<file path="src/rtl/stopwatch_adj_ctrl.sv">
`default_nettype none
// ============================================================================
//  Module   : stopwatch_adj_ctrl
//  Purpose  : Single-clock stopwatch minutes/seconds keeper with RUN/PAUSE
//             run-state and per-field adjust overlay driven by tick enables.
//             Optional display blink on the adjusted field: STOPWATCH_BLINK_EN
//  Revision : 1.0 - initial release
// ============================================================================
module stopwatch_adj_ctrl #(
    parameter int MIN_W   = 6,
    parameter int SEC_W   = 6,
    parameter int MIN_MAX = 59,
    parameter int SEC_MAX = 59
) (
    input  logic             clk,
    input  logic             rst,
    input  logic             tick_1hz,
    input  logic             tick_adj,
    input  logic             adj,
    input  logic             sel,
    input  logic             pause_p,
    output logic [MIN_W-1:0] minutes,
    output logic [SEC_W-1:0] seconds,
    output logic             paused,
    output logic             adjusting,
    output logic             wrap_p,
    output logic             min_blank,
    output logic             sec_blank
);

    localparam logic [0:0]       c_st_run   = 1'b0;
    localparam logic [0:0]       c_st_pause = 1'b1;
    localparam logic [MIN_W-1:0] c_min_max  = MIN_W'(MIN_MAX);
    localparam logic [SEC_W-1:0] c_sec_max  = SEC_W'(SEC_MAX);
    localparam logic [MIN_W-1:0] c_min_one  = MIN_W'(1);
    localparam logic [SEC_W-1:0] c_sec_one  = SEC_W'(1);

    logic [0:0]       r_state;
    logic [0:0]       w_state_next;
    logic [MIN_W-1:0] r_min;
    logic [MIN_W-1:0] w_min_next;
    logic [SEC_W-1:0] r_sec;
    logic [SEC_W-1:0] w_sec_next;
    logic             r_adjusting;
    logic             r_wrap;
    logic             w_wrap_next;
    logic             w_paused;

    // Run-state register
    always_ff @(posedge clk) begin
        if (rst) begin
            r_state <= c_st_run;
        end else begin
            r_state <= w_state_next;
        end
    end

    // Pause pulses arriving during adjust are dropped, not queued
    always_comb begin
        w_state_next = r_state;
        if (pause_p && !adj) begin
            w_state_next = (r_state == c_st_run) ? c_st_pause : c_st_run;
        end
    end

    always_comb begin
        w_paused = (r_state == c_st_pause);
    end

    // Adjust overrides counting; adjust increments never carry across fields
    always_comb begin
        w_min_next  = r_min;
        w_sec_next  = r_sec;
        w_wrap_next = 1'b0;
        if (adj) begin
            if (tick_adj) begin
                if (sel) begin
                    w_sec_next = (r_sec == c_sec_max) ? '0 : r_sec + c_sec_one;
                end else begin
                    w_min_next = (r_min == c_min_max) ? '0 : r_min + c_min_one;
                end
            end
        end else if ((r_state == c_st_run) && tick_1hz) begin
            if (r_sec == c_sec_max) begin
                w_sec_next = '0;
                if (r_min == c_min_max) begin
                    w_min_next  = '0;
                    w_wrap_next = 1'b1;
                end else begin
                    w_min_next = r_min + c_min_one;
                end
            end else begin
                w_sec_next = r_sec + c_sec_one;
            end
        end
    end

    always_ff @(posedge clk) begin
        if (rst) begin
            r_min       <= '0;
            r_sec       <= '0;
            r_adjusting <= 1'b0;
            r_wrap      <= 1'b0;
        end else begin
            r_min       <= w_min_next;
            r_sec       <= w_sec_next;
            r_adjusting <= adj;
            r_wrap      <= w_wrap_next;
        end
    end

    assign minutes   = r_min;
    assign seconds   = r_sec;
    assign paused    = w_paused;
    assign adjusting = r_adjusting;
    assign wrap_p    = r_wrap;

`ifdef STOPWATCH_BLINK_EN
    logic r_blink;
    logic w_blink_next;
    logic r_min_blank;
    logic r_sec_blank;

    always_comb begin
        w_blink_next = 1'b0;
        if (adj) begin
            w_blink_next = tick_adj ? ~r_blink : r_blink;
        end
    end

    always_ff @(posedge clk) begin
        if (rst) begin
            r_blink     <= 1'b0;
            r_min_blank <= 1'b0;
            r_sec_blank <= 1'b0;
        end else begin
            r_blink     <= w_blink_next;
            r_min_blank <= w_blink_next & ~sel;
            r_sec_blank <= w_blink_next & sel;
        end
    end

    assign min_blank = r_min_blank;
    assign sec_blank = r_sec_blank;
`else
    assign min_blank = 1'b0;
    assign sec_blank = 1'b0;
`endif

endmodule
`default_nettype wire

</file>
<file path="config.mk">
export PLATFORM = sky130hd
export DESIGN_NAME = stopwatch_adj_ctrl
export DESIGN_NICKNAME = d
export VERILOG_FILES = /design/src/rtl/stopwatch_adj_ctrl.sv
export SDC_FILE = /design/constraint.sdc
export NUM_CORES = 1
export LEC_CHECK = 0
export CORE_MARGIN = 3
export CORE_UTILIZATION = 44
export DETAILED_ROUTE_END_ITERATION = 8
export PLACE_DENSITY = 0.85
export SKIP_CTS_REPAIR_TIMING = 1
export SYNTH_ARGS = -nofsm -noshare
export SYNTH_HDL_FRONTEND = slang
export SYNTH_SLANG_ARGS = --single-unit
</file>
<file path="constraint.sdc">
create_clock -name clk -period 2 [get_ports clk]
set_clock_uncertainty 0.05 [all_clocks]
set_input_delay 0.2 -clock clk [delete_from_list [all_inputs] [get_ports clk]]
set_output_delay 0.2 -clock clk [all_outputs]
set_load 0.01 [all_outputs]
</file>
## Word level (Yosys, flattened, before mapping)

Index checks and enable logic that the tools add are counted.

- Register bits after elaboration: 15
- Bits of input ports: 7
- Output and inout bits: 17
- Word-level logic and storage cells: 36

- Add/sub/neg operators: 2
- Equality and inequality tests: 5
- Mux-type cells: 13
- Bitwise gates (word level): 3
- Reduce and logical (&&, ||, !) cells: 8

Operator list:

| kind | count |
|---|---|
| $mux 6 | 11 |
| $add 6x1->6 const B | 2 |
| $eq 6x6->1 const B | 2 |
| $ne 2x2->1 const B | 2 |
| $reduce_and 4->1 | 1 |
| $reduce_bool 2->1 | 2 |
| $reduce_or 4->1 | 1 |
| $not 1->1 | 3 |
| $reduce_and 3->1 | 1 |
| $logic_and 1x1->1 | 2 |
| $mux 1 | 2 |
| $ne 2x1->1 const B | 1 |
| $logic_not 1->1 | 1 |

## Depth between registers and ports, before layout

Gate-level depths: netlist of the first run.

- Word-level depth: 5
- Gate-level depth with buffers: 5
- Mapped depth without buffers: 5

## Least setup slack after synthesis of the first run

Ideal clock, no wire load.

- Path type: reg2reg
- Start: register r_sec[0] (netlist: seconds[0])
- End: register r_min[4] (netlist: minutes[4])
- Setup time: 0.071 ns
- Data arrival time: 1.508 ns
- Data required time: 1.879 ns
- Setup slack: 0.372 ns
- Stages on the path, launching flop included: 6
- Path buffers: 0
- Period minus slack after synthesis: 1.628 ns
- Cells stage by stage: dfxtp_1 ha_1 and4b_2 a2bb2oi_2 or4_1 a21oi_1

- Word-level cells in the longest chain between the ends: 3

Ends and longest elaborated chain:

| item | RTL line | text |
|---|---|---|
| start, declared | 42 | `logic [SEC_W-1:0] r_sec;` |
| start signal, assigned | 106 | `r_sec <= w_sec_next;` |
| $eq 6x6->1 | 84 | `if (r_sec == c_sec_max) begin` |
| $reduce_bool 2->1 (no source line) | -- |  |
| $reduce_and 4->1 (no source line) | -- |  |
| end signal, assigned | 105 | `r_min <= w_min_next;` |
| end, declared | 40 | `logic [MIN_W-1:0] r_min;` |

Every way passes these cells.
A chain may end at the register's enable or synchronous reset.

## Final worst setup path of the first run

Same ends and word-level chain as after synthesis.

==> results of run 1 <==
-- cell type report --
| cell class | instances | area, sq um |
|---|---|---|
| Multi-Input combinational cell | 63 | 419 |
| Inverter | 3 | 11.3 |
| Clock buffer | 4 | 26.3 |
| Tap cell | 16 | 20.0 |
| Timing Repair Buffer | 21 | 210 |
| Sequential cell | 15 | 300 |
| Fill cell | 151 | 572 |
-- state kept, by name (all words and copies together) (netlist names) --
name,cells
wrap_p,1
paused,1
seconds,6
minutes,6
adjusting,1
-- stage by stage --
step	hold slack (ps)	cell area, sq um
final	447	987
after global routing	466	987
after CTS	449	987
after detailed placement	436	961
after global placement	429	961
after floorplan	278	749
-- critical path, stage by stage (launching register included) --
cell	delay [ps]
sky130_fd_sc_hd__dfxtp_1	400
sky130_fd_sc_hd__ha_1	180
sky130_fd_sc_hd__and4b_2	280
sky130_fd_sc_hd__a2bb2oi_2	110
sky130_fd_sc_hd__or4_1	470
sky130_fd_sc_hd__a21oi_1	150
-- placed cells by master, fill, tap and decap left out, drive strengths merged, types with 2 or more instances in the layout --
cell and n:
o21ai 5, nor4b 2, a21oi 6, xnor2 4
inv 3, conb 2, nand3 4, nor2b 2
and3 2, clkbuf 4, clkdlybuf4s50 21, ha 2
nor2 6, a31o 2, dfxtp 15, nand2 8
-- worst min path at each step --
| stage | start | to | slack (ps) | cells past startpoint |
|---|---|---|---|---|
| 6_report | minutes[1] | minutes[1] | 450 | 2 |
| 3_5_place_dp | minutes[1] | minutes[1] | 440 | 2 |
| 2_1_floorplan | adj | adjusting | 280 | 1 |
| 4_1_cts | minutes[1] | minutes[1] | 450 | 2 |
| 3_3_place_gp | minutes[1] | minutes[1] | 430 | 2 |
| 5_1_grt | minutes[1] | minutes[1] | 470 | 2 |
-- logic make-up after synthesis --
logic type      after synthesis  synth area share (%)
flops                        15                  40.3
fa+ha+maj                     2                  3.36
buf+inv                       6                  4.03
compound gates               20                  19.5
simple gates                 34                  26.5
xor+xnor                      5                  5.87
other cells                   1                 0.503
-- layer usage --
layer / vias up / wire, um
met2: 23 / 788
met1: 333 / 753
met5: - / 0
met4: 0 / 24
li1: 347 / -
met3: 4 / 77
-- power breakdown --
| part | switching (uW) | internal [uW] |
|---|---|---|
| Clock | 90.2 | 77.2 |
| Combinational | 33.8 | 39.5 |
| Sequential | 8.44 | 307 |
==> impl_metrics.toml, run 1 <==
[clock_network]
numClockSinks = 15
cts_max_path_buffers = 2
cts_htree_levels = 1
clock_tree_from_tritoncts = "yes"
insertion_delay_ps = 270
tritoncts_buffer_count = 3
root_buffer = "sky130_fd_sc_hd__clkbuf_4"
clk_pin_slew_worst_paths_ps = 90

[cells_and_area]
postLayoutCoreUtil_pct = 63.3
fin_nets = 116
flow.area_growth_from_synthesis_pct = 32.4
share_of_cells_above_drive_strength_1_pct = 10.4
antenna_cells = 0
finalNonFillerCells = 122

[pwr]
p_per_area_nw_per_um2 = 563
ir_drop_uv = 278
power_leakage_uw = 0.000338
report.power.total_uw = 556

[synthesis]
postSynthRegisterBits = 15
yosys.cell_count.top_type = "sky130_fd_sc_hd__dfxtp_1"
dominant_cells_by_area_after_synthesis = "sky130_fd_sc_hd__dfxtp_1 (40%), sky130_fd_sc_hd__xnor2_1 (4.7%), sky130_fd_sc_hd__a21oi_1 (4.0%), sky130_fd_sc_hd__nand2_1 (4.0%), sky130_fd_sc_hd__ha_1 (3.4%)"
yosys_warns = 0
synthDominantCellAreaShare_pct = 40.3
ys_async_sr_fraction_pct = 0
ys.flop_type = "sky130_fd_sc_hd__dfxtp_1"
share_of_synthesized_area_occupied_by_flip_flops_and_latches_pct = 40.3
synth.lib_cells_used.distinct = 34
netlist_area_sq_um = 746
synthesis.instances = 83
synth_enable_flop_cells = 0
synth.cells.most_frequent = "sky130_fd_sc_hd__dfxtp_1 (15), sky130_fd_sc_hd__nand2_1 (8), sky130_fd_sc_hd__a21oi_1 (6), sky130_fd_sc_hd__nor2_1 (6), sky130_fd_sc_hd__o21ai_0 (5)"
largest_area_contributor_in_the_netlist = "sky130_fd_sc_hd__dfxtp_1"
postSynthAreaPerCell_sq_um = 8.98

[worst_setup_path]
critical_path.endpoint_type = "flop"
r2r-end = "minutes[4]"
crit_path_start = "seconds[0]"
reg2regPathDepth = 5
worstReg2RegStart = "seconds[0]"
cp_data_arrival_time_ps = 1870
path_max_fanout = 7
crit_path_required_time_ps = 2150
critPathLaunchType = "flop"
timing.critical_path.to = "minutes[4]"
ff2ff_setup_slack_ps = 290
timing_worst_setup_path_type = "flop to flop"

[grt]
gr-usage-met3_pct = 4.21
grt_start_max_net_pins = 14
first_pass_grt_wire_length_um = 2690
use_met2_pct = 27.1
vias_in_the_first_global_route = 645
grt_use_total_pct = 16.8
grt_max_usage_layer = "met2"
grt-ovfl-total = 0
antenna_found_initial = 0
groute.layer.met1.usage_pct = 21.3

[floorplanning]
starting_utilization_of_the_core_area_pct = 47.8
fp-row-count = 14
floorplan.core_area_sq_um = 1560
die-area_sq_um = 2230
die_y_um = 47.2
io-pin-count = 24
fp.dieW_um = 47.2

[place]
place_inst = 118
port_buf_inserts = 21
dp_hpwl_um = 1240
place_worst_setup_slack_ps = 62.7
routabilityCongestion = 0.798

[min_path]
hold_path.class = "flop to flop"

[drt]
detail_route.iter0.violations = 27
vias = 707
total_routed_wirelength_um = 1640
wl_per_cell_um = 13.5
detail_route.first_pass.iterations = 4
viasPerCell = 5.80
drt.antenna.violating_nets = 0
route.detailed.drc = 0

[timing]
unrepaired_setup_endpoints_after_global_routing = "no"
report.final.hold_viol_count = 0
slew_viol_final = 0
setup_slack_ps = 286
layout_worst_path_cycle_share_pct = 85.7
max_freq_ghz = 0.583
min_period_ps = 1710
setup-tns-final_ps = 0
setup_viol = 0

[job]
timing.max_cap.violations = 0

[status]
outcome = "finished, final reports clean"
No activity file was read; power rests on OpenSTA's default activity.
==> run 2, diff against run 1 <==
- PLACE_DENSITY: 0.85 -> 0.82
==> run 2 against run 1 <==
  * Clock-buffer cell count unchanged
  * First-iteration DRC count decreased by 48%
  * Power increased by 0.67%
  * Sequential power about the same
  * Flip-flop and latch count unchanged
  * Design area unchanged
  * Utilization unchanged
  * Setup slack got worse by 24 ps
  * Highest routed layer unchanged
==> impl_metrics.toml, run 2 (synthesized netlist as in run 1, its figures left out) <==
[job]
timing.max_cap.violations = 0

[pwr]
clock_power_share_pct = 30.7
ir_drop_uv = 301
power.internal_uw = 423
p_per_area_nw_per_um2 = 567
power.sequential.fraction_pct = 56.3
power_leakage_uw = 0.000338
sw_frac_of_total_pct = 24.3
power.share.combinational_pct = 13.0
report.power.total_uw = 560
power.switching_uw = 136

[floorplanning]
die_y_um = 47.2
floorplan.core_area_sq_um = 1560
io-pin-count = 24
die-area_sq_um = 2230
fp-row-count = 14
starting_utilization_of_the_core_area_pct = 47.8
fp.dieW_um = 47.2

[timing]
max_freq_ghz = 0.575
setup_viol = 0
hold_slack_ps = 446
report.final.hold_viol_count = 0
min_period_ps = 1740
setup-tns-final_ps = 0
unrepaired_setup_endpoints_after_global_routing = "no"
slew_viol_final = 0
layout_worst_path_cycle_share_pct = 86.9

[worst_setup_path]
critical_path.endpoint_type = "flop"
crit_path_required_time_ps = 2150
path_max_fanout = 7
critPathLaunchType = "flop"
timing_worst_setup_path_type = "flop to flop"
cp_data_arrival_time_ps = 1890

[grt]
antenna_found_initial = 0
grt-ovfl-total = 0
grt_start_max_net_pins = 14
first_pass_grt_wire_length_um = 2630
vias_in_the_first_global_route = 607
grt_use_total_pct = 16.8

[clock_network]
root_buffer = "sky130_fd_sc_hd__clkbuf_4"
cts_htree_levels = 1
cts_max_path_buffers = 2
insertion_delay_ps = 280
clk_pin_slew_worst_paths_ps = 90
tritoncts_buffer_count = 3
clock_tree_from_tritoncts = "yes"
numClockSinks = 15

[drt]
detail_route.iter0.violations = 14
vias = 696
wl_per_cell_um = 12.9
total_routed_wirelength_um = 1580
route.detailed.drc = 0
detail_route.first_pass.iterations = 4
drt.antenna.violating_nets = 0
viasPerCell = 5.70

[place]
port_buf_inserts = 21
dp_hpwl_um = 1170
routabilityCongestion = 0.806

[cells_and_area]
flow.area_growth_from_synthesis_pct = 32.4
final.fill_count = 146
share_of_cells_above_drive_strength_1_pct = 10.4
fin_nets = 116
antenna_cells = 0
final_common_cell = "sky130_fd_sc_hd__clkdlybuf4s50_1"
final_cell_mix = "sky130_fd_sc_hd__clkdlybuf4s50_1 (21), sky130_fd_sc_hd__dfxtp_1 (15), sky130_fd_sc_hd__nand2_1 (8)"

[min_path]
hold_path.class = "flop to flop"

[status]
outcome = "finished, final reports clean"
run 2: cell counts in the layout (fill, tap and decap cells not counted):
No cell type changed its count.
run 2: stage by stage:
step	util, %	worst slack [ps]	std cells	cell area (sq um)
detailed placement	61.6	70.0	118	961
floorplan	-	372	84	749
global route	63.3	172	122	987
finish	63.3	262	122	987
CTS	63.3	277	122	987
global placement	61.6	140	118	961
run 2: final cells by class:
| class | count | area (sq um) | share of cell area (%) |
|---|---|---|---|
| Tap cell | 16 | 20.0 | 2.03 |
| Sequential cell | 15 | 300 | 30.4 |
| Multi-Input combinational cell | 63 | 419 | 42.5 |
| Timing Repair Buffer | 21 | 210 | 21.3 |
| Inverter | 3 | 11.3 | 1.14 |
| Clock buffer | 4 | 26.3 | 2.66 |
run 2: routing by layer:
metal | GRT usage [%] | share of wire (%) | vias to the layer above
met1 | 21.9 | 46 | 327
met2 | 24.7 | 47 | 17
met4 | 9.94 | 1.1 | 0
met5 | 0 | 0 | -
met3 | 4.21 | 5.2 | 2
li1 | - | - | 350
run 2: final timing paths:
check / start / end / slack [ps] / cells after the start
setup / recovery: seconds[0] / minutes[4] / 260 / 5
hold / removal: minutes[1] / minutes[1] / 450 / 2
hold reg to reg: minutes[1] / minutes[1] / 450 / 2
setup reg to reg: seconds[0] / minutes[4] / 260 / 5
run 2: power by group through the flow:
stage	combinational, uW	sequential [uW]	clock, uW
after floorplan	35.3	325	0
after global placement	71.2	322	0
after detailed placement	72.2	322	0
after CTS	72.9	315	176
after global routing	79.4	317	195
final	72.6	315	172
run 2: worst max-delay path, stage by stage, from the launching register on:
cell                        delay (ps)
sky130_fd_sc_hd__dfxtp_1           400
sky130_fd_sc_hd__ha_1              180
sky130_fd_sc_hd__and4b_2           290
sky130_fd_sc_hd__a2bb2oi_2         110
sky130_fd_sc_hd__or4_1             470
sky130_fd_sc_hd__a21oi_1           160
==> run 3, diff against run 2 <==
- CORE_MARGIN: 3 -> 2
==> run 3 against run 2 <==
  * Setup slack gained 22 ps
  * Routed wire length grew 0.32%
  * Power up 0.38%
  * Largest power group unchanged
==> impl_metrics.toml, run 3 (synthesized netlist as in run 1, its figures left out) <==
[status]
outcome = "finished, final reports clean"

[worst_setup_path]
path_max_fanout = 7
cp_data_arrival_time_ps = 1880
worstReg2RegStart = "seconds[0]"
crit_path_start = "seconds[0]"
critical_path.endpoint_type = "flop"
critPathLaunchType = "flop"
timing_worst_setup_path_type = "flop to flop"
crit_path_required_time_ps = 2160

[pwr]
power_leakage_uw = 0.000338
p_per_area_nw_per_um2 = 569
ir_drop_uv = 471

[cells_and_area]
flow.area_growth_from_synthesis_pct = 32.4
antenna_cells = 0
final_cell_mix = "sky130_fd_sc_hd__clkdlybuf4s50_1 (21), sky130_fd_sc_hd__dfxtp_1 (15), sky130_fd_sc_hd__nand2_1 (8)"
postLayoutCoreUtil_pct = 64.0
final_common_cell = "sky130_fd_sc_hd__clkdlybuf4s50_1"
final.fill_count = 136
fin_nets = 116
share_of_cells_above_drive_strength_1_pct = 10.4

[clock_network]
numClockSinks = 15
tritoncts_buffer_count = 3
insertion_delay_ps = 280
clk_pin_slew_worst_paths_ps = 90
clock_tree_from_tritoncts = "yes"
root_buffer = "sky130_fd_sc_hd__clkbuf_4"
cts_max_path_buffers = 2
cts_htree_levels = 1

[timing]
setup_viol = 0
max_freq_ghz = 0.583
layout_worst_path_cycle_share_pct = 85.8
min_period_ps = 1720
slew_viol_final = 0
hold_slack_ps = 453
report.final.hold_viol_count = 0
unrepaired_setup_endpoints_after_global_routing = "no"
setup-tns-final_ps = 0

[drt]
drt.antenna.violating_nets = 0
viasPerCell = 5.65
total_routed_wirelength_um = 1580
detail_route.iter0.violations = 11
detail_route.first_pass.iterations = 4
route.detailed.drc = 0
vias = 689
wl_per_cell_um = 13.0

[grt]
grt-ovfl-total = 0
vias_in_the_first_global_route = 619
grt_start_max_net_pins = 14
grt_max_usage_layer = "met2"
use_met2_pct = 27.7
grt_use_total_pct = 17.9
groute.layer.met1.usage_pct = 20.8
gr-usage-met3_pct = 7.60
first_pass_grt_wire_length_um = 2580
antenna_found_initial = 0

[floorplanning]
fp-row-count = 14
io-pin-count = 24
fp.dieW_um = 45.2
floorplan.core_area_sq_um = 1540
die_y_um = 45.2
starting_utilization_of_the_core_area_pct = 48.4
die-area_sq_um = 2040

[job]
timing.max_cap.violations = 0

[place]
port_buf_inserts = 21
routabilityCongestion = 0.870
dp_hpwl_um = 1170

[min_path]
hold_path.class = "flop to flop"
worst_hold_startpoint = "minutes[1]"
run 3: worst max-delay path, cell delays in order (launching register included):
cell and delay, ps:
sky130_fd_sc_hd__dfxtp_1 390, sky130_fd_sc_hd__ha_1 180, sky130_fd_sc_hd__and4b_2 280, sky130_fd_sc_hd__a2bb2oi_2 100, sky130_fd_sc_hd__or4_1 470, sky130_fd_sc_hd__a21oi_1 160
run 3: final cells by class:
class | count | area, sq um | area share (%)
clock buffer | 4 | 26.3 | 2.66
inverter | 3 | 11.3 | 1.14
multi-input combinational | 63 | 419 | 42.5
sequential | 15 | 300 | 30.4
tap | 16 | 20.0 | 2.03
timing repair buffer | 21 | 210 | 21.3
run 3: worst paths after layout:
check / endpoint / slack [ps] / cells after the start
max: minutes[4] / 280 / 5
min: minutes[1] / 450 / 2
max reg2reg: minutes[4] / 280 / 5
min reg2reg: minutes[1] / 450 / 2
run 3: per-layer routing:
layer | part of all wire (%) | vias to the layer above | routed length [um]
met5 | 0 | - | 0
met4 | 1.8 | 0 | 28
met3 | 5.9 | 5 | 93
met2 | 47 | 21 | 739
met1 | 46 | 314 | 721
li1 | - | 349 | -
run 3: power by group:
group / leakage [uW] / total, uW / internal, uW / switching [uW]
clock network: 0.0000150 / 174 / 77.6 / 96.6
registers: 0.000122 / 315 / 307 / 8.38
logic: 0.000202 / 72.5 / 39.5 / 33.0
run 3: through the flow:
| step | std cells | power, uW | area, sq um | worst slack [ps] |
|---|---|---|---|---|
| finish | 122 | 562 | 987 | 284 |
| global route | 122 | 594 | 987 | 159 |
| CTS | 122 | 570 | 987 | 286 |
| detailed placement | 118 | 394 | 961 | 62.4 |
| global placement | 118 | 393 | 961 | 136 |
| floorplan | 84 | 360 | 749 | 372 |
